--- config.mk ---
export PLATFORM = sky130hd
export DESIGN_NAME = tile_paint_pipeline_flat
export DESIGN_NICKNAME = d
export VERILOG_FILES = /design/src/rtl/tile_paint_pipeline_if.sv /design/src/rtl/tile_paint_pipeline.sv /design/src/flat_wrapper.sv
export SDC_FILE = /design/constraint.sdc
export NUM_CORES = 1
export LEC_CHECK = 0
export CORE_MARGIN = 3
export CORE_UTILIZATION = 44
export CTS_CLUSTER_SIZE = 10
export DETAILED_ROUTE_END_ITERATION = 10
export SKIP_CTS_REPAIR_TIMING = 1
export SYNTH_ARGS = -nofsm -noshare
export SYNTH_HDL_FRONTEND = slang
export SYNTH_SLANG_ARGS = --single-unit
--- constraint.sdc ---
create_clock -name clk -period 13.7 [get_ports clk]
set_input_delay 1.37 -clock clk [delete_from_list [all_inputs] [get_ports clk]]
set_output_delay 1.37 -clock clk [all_outputs]
set_load 0.01 [all_outputs]
--- src/rtl/tile_paint_pipeline_if.sv ---
// Pixel, tile-write and colour bundle between the game/VGA side
// and the tile renderer.
interface tile_paint_pipeline_if #(
  parameter int GRID_W = 20,
  parameter int GRID_H = 15
);
  localparam int CXW = (GRID_W > 1) ? $clog2(GRID_W) : 1;
  localparam int CYW = (GRID_H > 1) ? $clog2(GRID_H) : 1;

  logic           video_on;
  logic [9:0]     x;
  logic [9:0]     y;
  logic           frame_start;
  logic           stage;
  logic           game_over;
  logic           wr_en;
  logic [CXW-1:0] wr_cx;
  logic [CYW-1:0] wr_cy;
  logic [1:0]     wr_code;
  logic           clr;
  logic           busy;
  logic [7:0]     R;
  logic [7:0]     G;
  logic [7:0]     B;

  modport master (
    output video_on, x, y, frame_start, stage, game_over,
    output wr_en, wr_cx, wr_cy, wr_code, clr,
    input  busy, R, G, B
  );

  modport slave (
    input  video_on, x, y, frame_start, stage, game_over,
    input  wr_en, wr_cx, wr_cy, wr_code, clr,
    output busy, R, G, B
  );
endinterface

--- src/rtl/tile_paint_pipeline.sv ---
// Tile-map pixel renderer: 2-cycle lookup from (x,y) to RGB with
// grid lines, border, food blink, game-over flash and map clear.
module tile_paint_pipeline #(
  parameter int          CELL_SHIFT   = 5,
  parameter int          GRID_W       = 20,
  parameter int          GRID_H       = 15,
  parameter int          LINE_W       = 1,
  parameter int          BLINK_FRAMES = 30,
  parameter logic [23:0] BG_RGB       = 24'h99A3A4,
  parameter logic [23:0] SNAKE_RGB    = 24'hF1C40F,
  parameter logic [23:0] HEAD_RGB     = 24'hD68910,
  parameter logic [23:0] FOOD_RGB     = 24'hFF2300,
  parameter logic [23:0] DEAD_RGB     = 24'hFFFFFF,
  parameter logic [23:0] LINE_RGB     = 24'h000000,
  parameter logic [23:0] BORDER_RGB   = 24'h2C3E50
) (
  input logic clk,
  input logic rst,
  tile_paint_pipeline_if.slave bus
);

  localparam int DEPTH = GRID_W * GRID_H;
  localparam int AW    = (DEPTH > 1) ? $clog2(DEPTH) : 1;
  localparam int BW    = (BLINK_FRAMES > 1) ? $clog2(BLINK_FRAMES) : 1;
  localparam int LHI   = (1 << CELL_SHIFT) - LINE_W;

  localparam logic [AW-1:0] LAST = AW'(DEPTH - 1);
  localparam logic [BW-1:0] BTOP = BW'(BLINK_FRAMES - 1);

  localparam logic [1:0] EMPTY = 2'd0;
  localparam logic [1:0] SNAKE = 2'd1;
  localparam logic [1:0] HEAD  = 2'd2;
  localparam logic [1:0] FOOD  = 2'd3;

  localparam logic [0:0] ST_IDLE  = 1'b0;
  localparam logic [0:0] ST_CLEAR = 1'b1;

  logic [0:0]    state;
  logic [AW-1:0] idx;
  logic          busy;

  always_ff @(posedge clk) begin
    if (rst) begin
      state <= ST_CLEAR;
      idx   <= '0;
    end else begin
      unique case (state)
        ST_IDLE: begin
          if (bus.clr) begin
            state <= ST_CLEAR;
            idx   <= '0;
          end
        end
        ST_CLEAR: begin
          if (idx == LAST)
            state <= ST_IDLE;
          else
            idx <= idx + 1'b1;
        end
      endcase
    end
  end

  assign busy     = (state == ST_CLEAR);
  assign bus.busy = busy;

  logic          wr_ok;
  logic [AW-1:0] wr_addr;
  logic          we;
  logic [AW-1:0] waddr;
  logic [1:0]    wdata;

  assign wr_ok   = (32'(bus.wr_cx) < GRID_W) &&
                   (32'(bus.wr_cy) < GRID_H);
  assign wr_addr = AW'(bus.wr_cy) * AW'(GRID_W) + AW'(bus.wr_cx);

  // The clear owns the write port; user writes are dropped meanwhile.
  always_comb begin
    we    = 1'b0;
    waddr = idx;
    wdata = EMPTY;
    if (busy) begin
      we = 1'b1;
    end else if (bus.wr_en && wr_ok) begin
      we    = 1'b1;
      waddr = wr_addr;
      wdata = bus.wr_code;
    end
  end

  logic [9:0]            cx;
  logic [9:0]            cy;
  logic [CELL_SHIFT-1:0] ox;
  logic [CELL_SHIFT-1:0] oy;
  logic                  in_grid;
  logic                  line;
  logic [AW-1:0]         raddr;

  assign cx = bus.x >> CELL_SHIFT;
  assign cy = bus.y >> CELL_SHIFT;
  assign ox = bus.x[CELL_SHIFT-1:0];
  assign oy = bus.y[CELL_SHIFT-1:0];

  assign in_grid = (32'(cx) < GRID_W) && (32'(cy) < GRID_H);
  assign line    = (32'(ox) < LINE_W) || (32'(ox) >= LHI) ||
                   (32'(oy) < LINE_W) || (32'(oy) >= LHI);

  // Off-grid pixels read a fixed address so they never alias a cell.
  assign raddr = in_grid ? AW'(cy) * AW'(GRID_W) + AW'(cx) : '0;

  logic [1:0] mem [DEPTH];
  logic [1:0] rd_q;

  always_ff @(posedge clk) begin
    if (we)
      mem[waddr] <= wdata;
    rd_q <= mem[raddr];
  end

  logic von1;
  logic stage1;
  logic grid1;
  logic line1;
  logic mask1;

  always_ff @(posedge clk) begin
    if (rst) begin
      von1   <= 1'b0;
      stage1 <= 1'b0;
      grid1  <= 1'b0;
      line1  <= 1'b0;
      mask1  <= 1'b0;
    end else begin
      von1   <= bus.video_on;
      stage1 <= bus.stage;
      grid1  <= in_grid;
      line1  <= line;
      mask1  <= busy;
    end
  end

  logic [BW-1:0] bcnt;
  logic          phase;

  always_ff @(posedge clk) begin
    if (rst) begin
      bcnt  <= '0;
      phase <= 1'b0;
    end else if (bus.frame_start) begin
      if (bcnt == BTOP) begin
        bcnt  <= '0;
        phase <= ~phase;
      end else begin
        bcnt <= bcnt + 1'b1;
      end
    end
  end

  logic [1:0]  code1;
  logic [23:0] rgb_d;
  logic [23:0] rgb_q;

  assign code1 = mask1 ? EMPTY : rd_q;

  always_comb begin
    rgb_d = BG_RGB;
    if (!von1)
      rgb_d = 24'h0;
    else if (!stage1)
      rgb_d = BG_RGB;
    else if (!grid1)
      rgb_d = BORDER_RGB;
    else if (code1 == SNAKE || code1 == HEAD)
      rgb_d = (bus.game_over && phase) ? DEAD_RGB :
              (code1 == HEAD) ? HEAD_RGB : SNAKE_RGB;
    else if (code1 == FOOD)
      rgb_d = phase ? BG_RGB : FOOD_RGB;
    else if (line1)
      rgb_d = LINE_RGB;
  end

  always_ff @(posedge clk) begin
    if (rst)
      rgb_q <= 24'h0;
    else
      rgb_q <= rgb_d;
  end

  assign bus.R = rgb_q[23:16];
  assign bus.G = rgb_q[15:8];
  assign bus.B = rgb_q[7:0];

endmodule

--- src/flat_wrapper.sv ---
// flat-port wrapper written by rule: the top's interface ports become plain ports
module tile_paint_pipeline_flat 
#(
  parameter int          CELL_SHIFT   = 5,
  parameter int          GRID_W       = 20,
  parameter int          GRID_H       = 15,
  parameter int          LINE_W       = 1,
  parameter int          BLINK_FRAMES = 30,
  parameter logic [23:0] BG_RGB       = 24'h99A3A4,
  parameter logic [23:0] SNAKE_RGB    = 24'hF1C40F,
  parameter logic [23:0] HEAD_RGB     = 24'hD68910,
  parameter logic [23:0] FOOD_RGB     = 24'hFF2300,
  parameter logic [23:0] DEAD_RGB     = 24'hFFFFFF,
  parameter logic [23:0] LINE_RGB     = 24'h000000,
  parameter logic [23:0] BORDER_RGB   = 24'h2C3E50
)
  (clk, rst, bus_video_on, bus_x, bus_y, bus_frame_start, bus_stage, bus_game_over, bus_wr_en, bus_wr_cx, bus_wr_cy, bus_wr_code, bus_clr, bus_busy, bus_R, bus_G, bus_B);
  tile_paint_pipeline_if #(.GRID_W(GRID_W), .GRID_H(GRID_H)) bus_i ();
  input logic clk;
  input logic rst;
  input wire logic [$bits(bus_i.video_on)-1:0] bus_video_on;
  input wire logic [$bits(bus_i.x)-1:0] bus_x;
  input wire logic [$bits(bus_i.y)-1:0] bus_y;
  input wire logic [$bits(bus_i.frame_start)-1:0] bus_frame_start;
  input wire logic [$bits(bus_i.stage)-1:0] bus_stage;
  input wire logic [$bits(bus_i.game_over)-1:0] bus_game_over;
  input wire logic [$bits(bus_i.wr_en)-1:0] bus_wr_en;
  input wire logic [$bits(bus_i.wr_cx)-1:0] bus_wr_cx;
  input wire logic [$bits(bus_i.wr_cy)-1:0] bus_wr_cy;
  input wire logic [$bits(bus_i.wr_code)-1:0] bus_wr_code;
  input wire logic [$bits(bus_i.clr)-1:0] bus_clr;
  output wire logic [$bits(bus_i.busy)-1:0] bus_busy;
  output wire logic [$bits(bus_i.R)-1:0] bus_R;
  output wire logic [$bits(bus_i.G)-1:0] bus_G;
  output wire logic [$bits(bus_i.B)-1:0] bus_B;
  assign bus_i.video_on = bus_video_on;
  assign bus_i.x = bus_x;
  assign bus_i.y = bus_y;
  assign bus_i.frame_start = bus_frame_start;
  assign bus_i.stage = bus_stage;
  assign bus_i.game_over = bus_game_over;
  assign bus_i.wr_en = bus_wr_en;
  assign bus_i.wr_cx = bus_wr_cx;
  assign bus_i.wr_cy = bus_wr_cy;
  assign bus_i.wr_code = bus_wr_code;
  assign bus_i.clr = bus_clr;
  assign bus_busy = bus_i.busy;
  assign bus_R = bus_i.R;
  assign bus_G = bus_i.G;
  assign bus_B = bus_i.B;
  tile_paint_pipeline #(.CELL_SHIFT(CELL_SHIFT), .GRID_W(GRID_W), .GRID_H(GRID_H), .LINE_W(LINE_W), .BLINK_FRAMES(BLINK_FRAMES), .BG_RGB(BG_RGB), .SNAKE_RGB(SNAKE_RGB), .HEAD_RGB(HEAD_RGB), .FOOD_RGB(FOOD_RGB), .DEAD_RGB(DEAD_RGB), .LINE_RGB(LINE_RGB), .BORDER_RGB(BORDER_RGB)) u_core (.clk(clk), .rst(rst), .bus(bus_i));
endmodule
==> impl_metrics.toml <==
[status]
status = "finished clean"

[critical_path]
crit_fanout = 46
critPathKind = "primary input to flip-flop"
r2r_cells = 7
r2r_slack_ns = 9.68
path_delay_family = "buffers and inverters"
required_ns = 14.25
crit_path_top_delay_cell = "nor4_1"
rr_endpoint = "u_core.mem[209][0]$_DFFE_PP_"
worst_path_largest_cell_delay_ns = 0.69
end_kind = "flip-flop"
critical_path_arrival_ns = 5.87
crit_path_start_kind = "primary input"
timing.rr.start = "u_core.bus.busy$_SDFF_PP1_"
path_buf_inv = 3
cp_common_cell = "buf_4"
path_cells = "clkdlybuf4s50_1 > ha_4 > buf_4 > buf_4 > nand2_2 > or3_4 > o22ai_1 > a211oi_1 > nor4_1 > o221ai_1 > a32oi_1"
cp.depth = 11

[timing]
finalHoldViolations = 0
setup_ws_ns = 8.38
fin_crit_ns = 5.32
post-route-period-util = 0.388
worst_slew_pin_slew_ns = 1.15
tns_ns = 0
slew_violations = 0
timing.slew.headroom = 0.231
rsz0062_at_grt = "false"
finalSetupViolCount = 0
max_freq_mhz = 188
fin_skew_ns = 0.0239

[global_routing]
grt_antenna_before_repair = 1
grtUsageTotal = 0.255
grt-ovfl-total = 0
grt_max_degree = 207
grt_pass1_vias = 18500
grt_pass1_wl_mm = 125

[die]
core_area_um2 = 62400
dieArea_um2 = 66900
io_pins = 64
initial_utilization = 0.450
num_rows = 91
die_height_um = 259
die_w_um = 259

[route]
dr.first_iter.drc_count = 2700
viasPerCell = 6.33
antenna_left = 0
drt_wl_total_mm = 85.5
drtPass1Iterations = 8
vias = 18800
routedWlPerCell_um = 28.8
drc = 0

[synth]
yosysSeqAreaShare = 0.669
synth_top_family_by_area = "simple AND/OR/NAND/NOR gates"
synthCells = 2094
synthAdderAreaFrac = 0.0122
synth_cell_type_count = 92
synth-xor-area-share = 0.00526
synth-simple-area-share = 0.106
avgSynthCellArea_um2 = 13.4
yosysWarnings = 0
synth_fp_nets = 2158
async_reset_ff_frac = 0
mappedNetlistArea_um2 = 28100
synth-edff-count = 600
synth_compound_area_frac = 0.105
synthFlopType = "edfxtp_1"
ys_ff_latch = 638
synthMuxAreaShare = 0.0701

[finish]
finalInstanceArea_um2 = 31300
final_common_cell = "edfxtp_1"
nets = 2174
num_antenna_cells = 0
area_growth_pct = 11.5
drive_above_1_share = 0.108
final_util = 0.502
layout_common_cells = "600 x edfxtp_1, 371 x nor2_1, 109 x nand2_1"

[clock_network]
cts_buffer_depth = 3
cts_tree = "yes"
clkSinkCount = 638
cts-htree-levels = 3
clkTransAtPathRegs_ns = 0.06
insertion_delay_ns = 0.64
numCtsBuffers = 75
cts-root-buf = "clkbuf_16"

[placed_design]
gp_congestion = 0.897
pre_cts_ws_ns = 7.75
place_hpwl_mm = 48.7
dpl_cell_area_um2 = 29200
io_buffers = 63

[pwr]
p_leak_nw = 10.8
p_per_area_nw_per_um2 = 135
total_power_w = 0.00424
peakVddDrop_uv = 69.9

[min_path]
holdPathStages = 1
hold_start = "u_core.grid1$_SDFF_PP0_"
min_path_type = "flip-flop to flip-flop"
whs_endpoint = "u_core.rgb_q[19]$_SDFF_PP0_"

[run]
max-cap-violations = 0
-- routing by layer --
layer	GRT usage	vias up	share of wire
li1	-	8036	-
met1	0.353	9478	0.40
met2	0.398	1077	0.46
met3	0.0502	212	0.098
met4	0.0990	2	0.037
met5	0	-	0.00015
-- power by group --
part / internal (W) / switching, W / leakage (nW)
clock network: 0.000996 / 0.000769 / 1.01
registers: 0.00211 / 0.00000845 / 6.70
logic: 0.000114 / 0.000245 / 3.11
-- state kept, by name, summed over array words and instances (netlist names) --
| register | flops |
|---|---|
| u_core.mem | 600 |
| u_core.rgb_q | 15 |
| u_core.idx | 9 |
| u_core.bcnt | 5 |
| u_core.rd_q | 2 |
| u_core.bus.busy | 1 |
| u_core.grid1 | 1 |
| u_core.line1 | 1 |
| u_core.mask1 | 1 |
| u_core.phase | 1 |
| u_core.stage1 | 1 |
| u_core.von1 | 1 |
-- area by class of cell --
cell class / instances / area, µm²
inverters: 18 / 67.6
fillers: 5438 / 31100
well taps: 837 / 1050
repair buffers: 93 / 892
flip-flops and latches: 638 / 18800
clock inverters: 12 / 140
clock buffers: 90 / 1930
multi-input cells: 1284 / 8450
-- cell usage after synthesis (17+ instances only) --
master	n	area, µm²
edfxtp_1	600	18000
nor2_1	372	1400
nand2_1	122	458
mux2i_1	100	1000
a21oi_1	75	375
clkbuf_1	69	259
o21ai_0	64	320
dfxtp_1	38	761
o22ai_1	38	238
buf_2	36	180
nand3_1	36	180
a211oi_1	34	255
mux2_2	34	383
buf_4	32	240
mux4_2	26	586
a31oi_1	24	150
o211ai_1	23	173
nor2b_1	22	138
ha_1	21	263
nor3_1	21	105
o221ai_1	18	158
inv_1	17	63.8
-- cells by family (layout without fill, tap and decap cells) --
| logic type | after synthesis | after routing |
|---|---|---|
| mux | 160 | 160 |
| compound gates | 420 | 420 |
| xor+xnor | 16 | 16 |
| fa+ha+maj | 25 | 25 |
| simple gates | 663 | 663 |
| flops | 638 | 638 |
| buf+inv | 172 | 213 |
-- stage by stage --
| stage | instances | hold WS, ns |
|---|---|---|
| global route | 2972 | 0.498 |
| floorplan | 2094 | 0.449 |
| global placement | 2870 | 0.475 |
| CTS | 2972 | 0.493 |
| detailed placement | 2870 | 0.473 |
| finish | 2972 | 0.493 |
-- how the worst max path moves through the flow --
stage	from	to	slack, ns
final	bus_y[5]	u_core.rd_q[1]$_DFF_P_	8.38
after CTS	bus_y[5]	u_core.rd_q[1]$_DFF_P_	8.42
after floorplan	bus_wr_cx[3]	u_core.mem[0][0]$_DFFE_PP_	6.85
after global routing	bus_y[5]	u_core.rd_q[1]$_DFF_P_	8.25
after detailed placement	bus_y[5]	u_core.rd_q[1]$_DFF_P_	7.75
after global placement	bus_y[5]	u_core.rd_q[1]$_DFF_P_	7.85
-- worst register-to-register path, delay by kind of cell, from the launching register on --
kind / cells / cell delay, ns
flip-flops: 1 / 0.69
AO/OA/AOI/OAI: 1 / 0.26
AND/OR/NAND/NOR: 6 / 2.74
(Power assumes the default switching activity.)
==> patch: new RTL, same flow settings <==
`GRID_H` is set to 15 in 3 places; all go to 16.
--- a/src/rtl/tile_paint_pipeline_if.sv
+++ b/src/rtl/tile_paint_pipeline_if.sv
@@ -2,7 +2,7 @@
 // and the tile renderer.
 interface tile_paint_pipeline_if #(
   parameter int GRID_W = 20,
-  parameter int GRID_H = 15
+  parameter int GRID_H = 16
 );
   localparam int CXW = (GRID_W > 1) ? $clog2(GRID_W) : 1;
   localparam int CYW = (GRID_H > 1) ? $clog2(GRID_H) : 1;
--- a/src/rtl/tile_paint_pipeline.sv
+++ b/src/rtl/tile_paint_pipeline.sv
@@ -3,7 +3,7 @@
 module tile_paint_pipeline #(
   parameter int          CELL_SHIFT   = 5,
   parameter int          GRID_W       = 20,
-  parameter int          GRID_H       = 15,
+  parameter int          GRID_H       = 16,
   parameter int          LINE_W       = 1,
   parameter int          BLINK_FRAMES = 30,
   parameter logic [23:0] BG_RGB       = 24'h99A3A4,
--- a/src/flat_wrapper.sv
+++ b/src/flat_wrapper.sv
@@ -3,7 +3,7 @@
 #(
   parameter int          CELL_SHIFT   = 5,
   parameter int          GRID_W       = 20,
-  parameter int          GRID_H       = 15,
+  parameter int          GRID_H       = 16,
   parameter int          LINE_W       = 1,
   parameter int          BLINK_FRAMES = 30,
   parameter logic [23:0] BG_RGB       = 24'h99A3A4,
Function: not settled (the Yosys comparison gave no result); the edit may change what the design does.
==> patch against the unedited design <==
Synthesized area rose by 2.1%; wire length shrank 5.0%; cell area grew 2.7%; utilization increased by 0.22 points; setup slack worse by 0.34 ns; sequential cell count grew 40; maximum frequency decreased by 6.0%; critical endpoint is now u_core.rd_q[0]; total power is 4.9% higher; sequential power up 6%; first-iteration DRC count down 18%.
==> patch: results (changes against the unedited design) <==
INFO  metric outcome = completed
INFO  metric synth.area.top_cells = edfxtp_1 67%, nor2_1 5.1%, o221ai_1 3.8%
INFO  metric number_of_synthesized_flops_with_an_enable_pin = 640 (+6.7%)
INFO  metric clock_area_share = 7.03% (+0.41 points)
INFO  metric clock_tree_buffer_count_of_the_final_layout = 119 (+32%)
INFO  metric place_worst_setup_slack = 7.61 ns (-0.140 ns)
INFO  metric holdWs = 0.469 ns (-0.0241 ns)
INFO  metric post-route-worst-setup-slack = 8.04 ns (-0.337 ns)
INFO  metric hold_path_start = u_core.von1
INFO  metric final_layout_size_suffix_gt1_share = 7.97% (-2.8 points)
INFO  metric seqCellArea = 0.0200 sq mm (+6.4%)
INFO  metric total_switching_power = 1.01 mW (-1.7%)
INFO  metric layout.non_clock_inverters = 16 (-2)
INFO  metric synth_common_cells = 640 x edfxtp_1, 389 x nor2_1, 160 x nand2_1, 124 x o221ai_1, 91 x clkbuf_1
INFO  metric filler_cell_count = 5578 (+2.6%)
INFO  metric post_layout_instance_count_excluding_filler_cells = 3079 (+3.6%)
INFO  metric drt_iter0_drc = 2227 (-18%)
INFO  metric seqAreaFraction = 62.2% (+2.2 points)
INFO  metric critical_path_source = bus_x[7]
INFO  metric dp_hpwl = 45.2 mm (-7.3%)
INFO  metric multiInputGateArea = 0.00788 sq mm (-6.7%)
INFO  metric timing.reg2reg.setup_slack = 9.16 ns (-0.52 ns)
INFO  metric reg_top3 = u_core.mem: 640 flops, u_core.rgb_q: 15 flops, u_core.idx: 9 flops
INFO  metric setup.worst_path.end = u_core.rd_q[0]
INFO  metric placedCellCount = 2956 (+3.0%)
INFO  metric clk_latency = 0.61 ns (-0.03 ns)
INFO  metric synthesis.instances = 2192 (+4.7%)
INFO  metric avg_vias_per_cell = 6.22 (-1.7%)
INFO  metric non_clock_buffer_count = 97 (+4.3%)
INFO  metric globalRouteTotalUtil = 23.7% (-1.7 points)
INFO  metric yosysUniqueCellTypes = 70 (-24%)
INFO  metric cp_slowest_stage_delay = 0.91 ns (+0.22 ns)
INFO  metric seq_area_frac_synth = 69.7% (+2.8 points)
INFO  metric ys_ff_latch = 678 (+6.3%)
INFO  metric bufAreaShareNonClock = 2.81% (-0.043 points)
INFO  metric grt_pass1_wl = 121 mm (-3.5%)
INFO  metric grt_start_max_net_pins = 243 (+17%)
==> patch: routing by layer <==
metal,vias to the layer above,GRT usage (%),wire length [um]
li1,8418,-,-
met1,9661,32.7,33300
met2,908,37.9,38000
met4,0,8.41,2890
met3,171,4.34,7020
met5,-,0,0
==> patch: power by group through the flow <==
stage | sequential [mW] | combinational (mW) | clock, mW
2_1_floorplan | 2.29 | 0.186 | 0
3_3_place_gp | 2.29 | 0.301 | 0
3_5_place_dp | 2.29 | 0.303 | 0
4_1_cts | 2.25 | 0.304 | 1.92
5_1_grt | 2.25 | 0.329 | 2.00
6_report | 2.25 | 0.310 | 1.89
==> patch: cells by family (layout without fill, tap and decap cells) <==
family | after synthesis | in the layout | share of synthesized area (%)
AOI/OAI and AO/OA | 453 | 453 | 11.3
xor gates and xnor gates | 17 | 17 | 0.519
adders and majority gates | 25 | 25 | 1.20
buffers and inverters | 195 | 236 | 3.07
DFF | 678 | 678 | 69.7
muxes | 79 | 79 | 2.90
and+or+nand+nor | 745 | 745 | 11.3
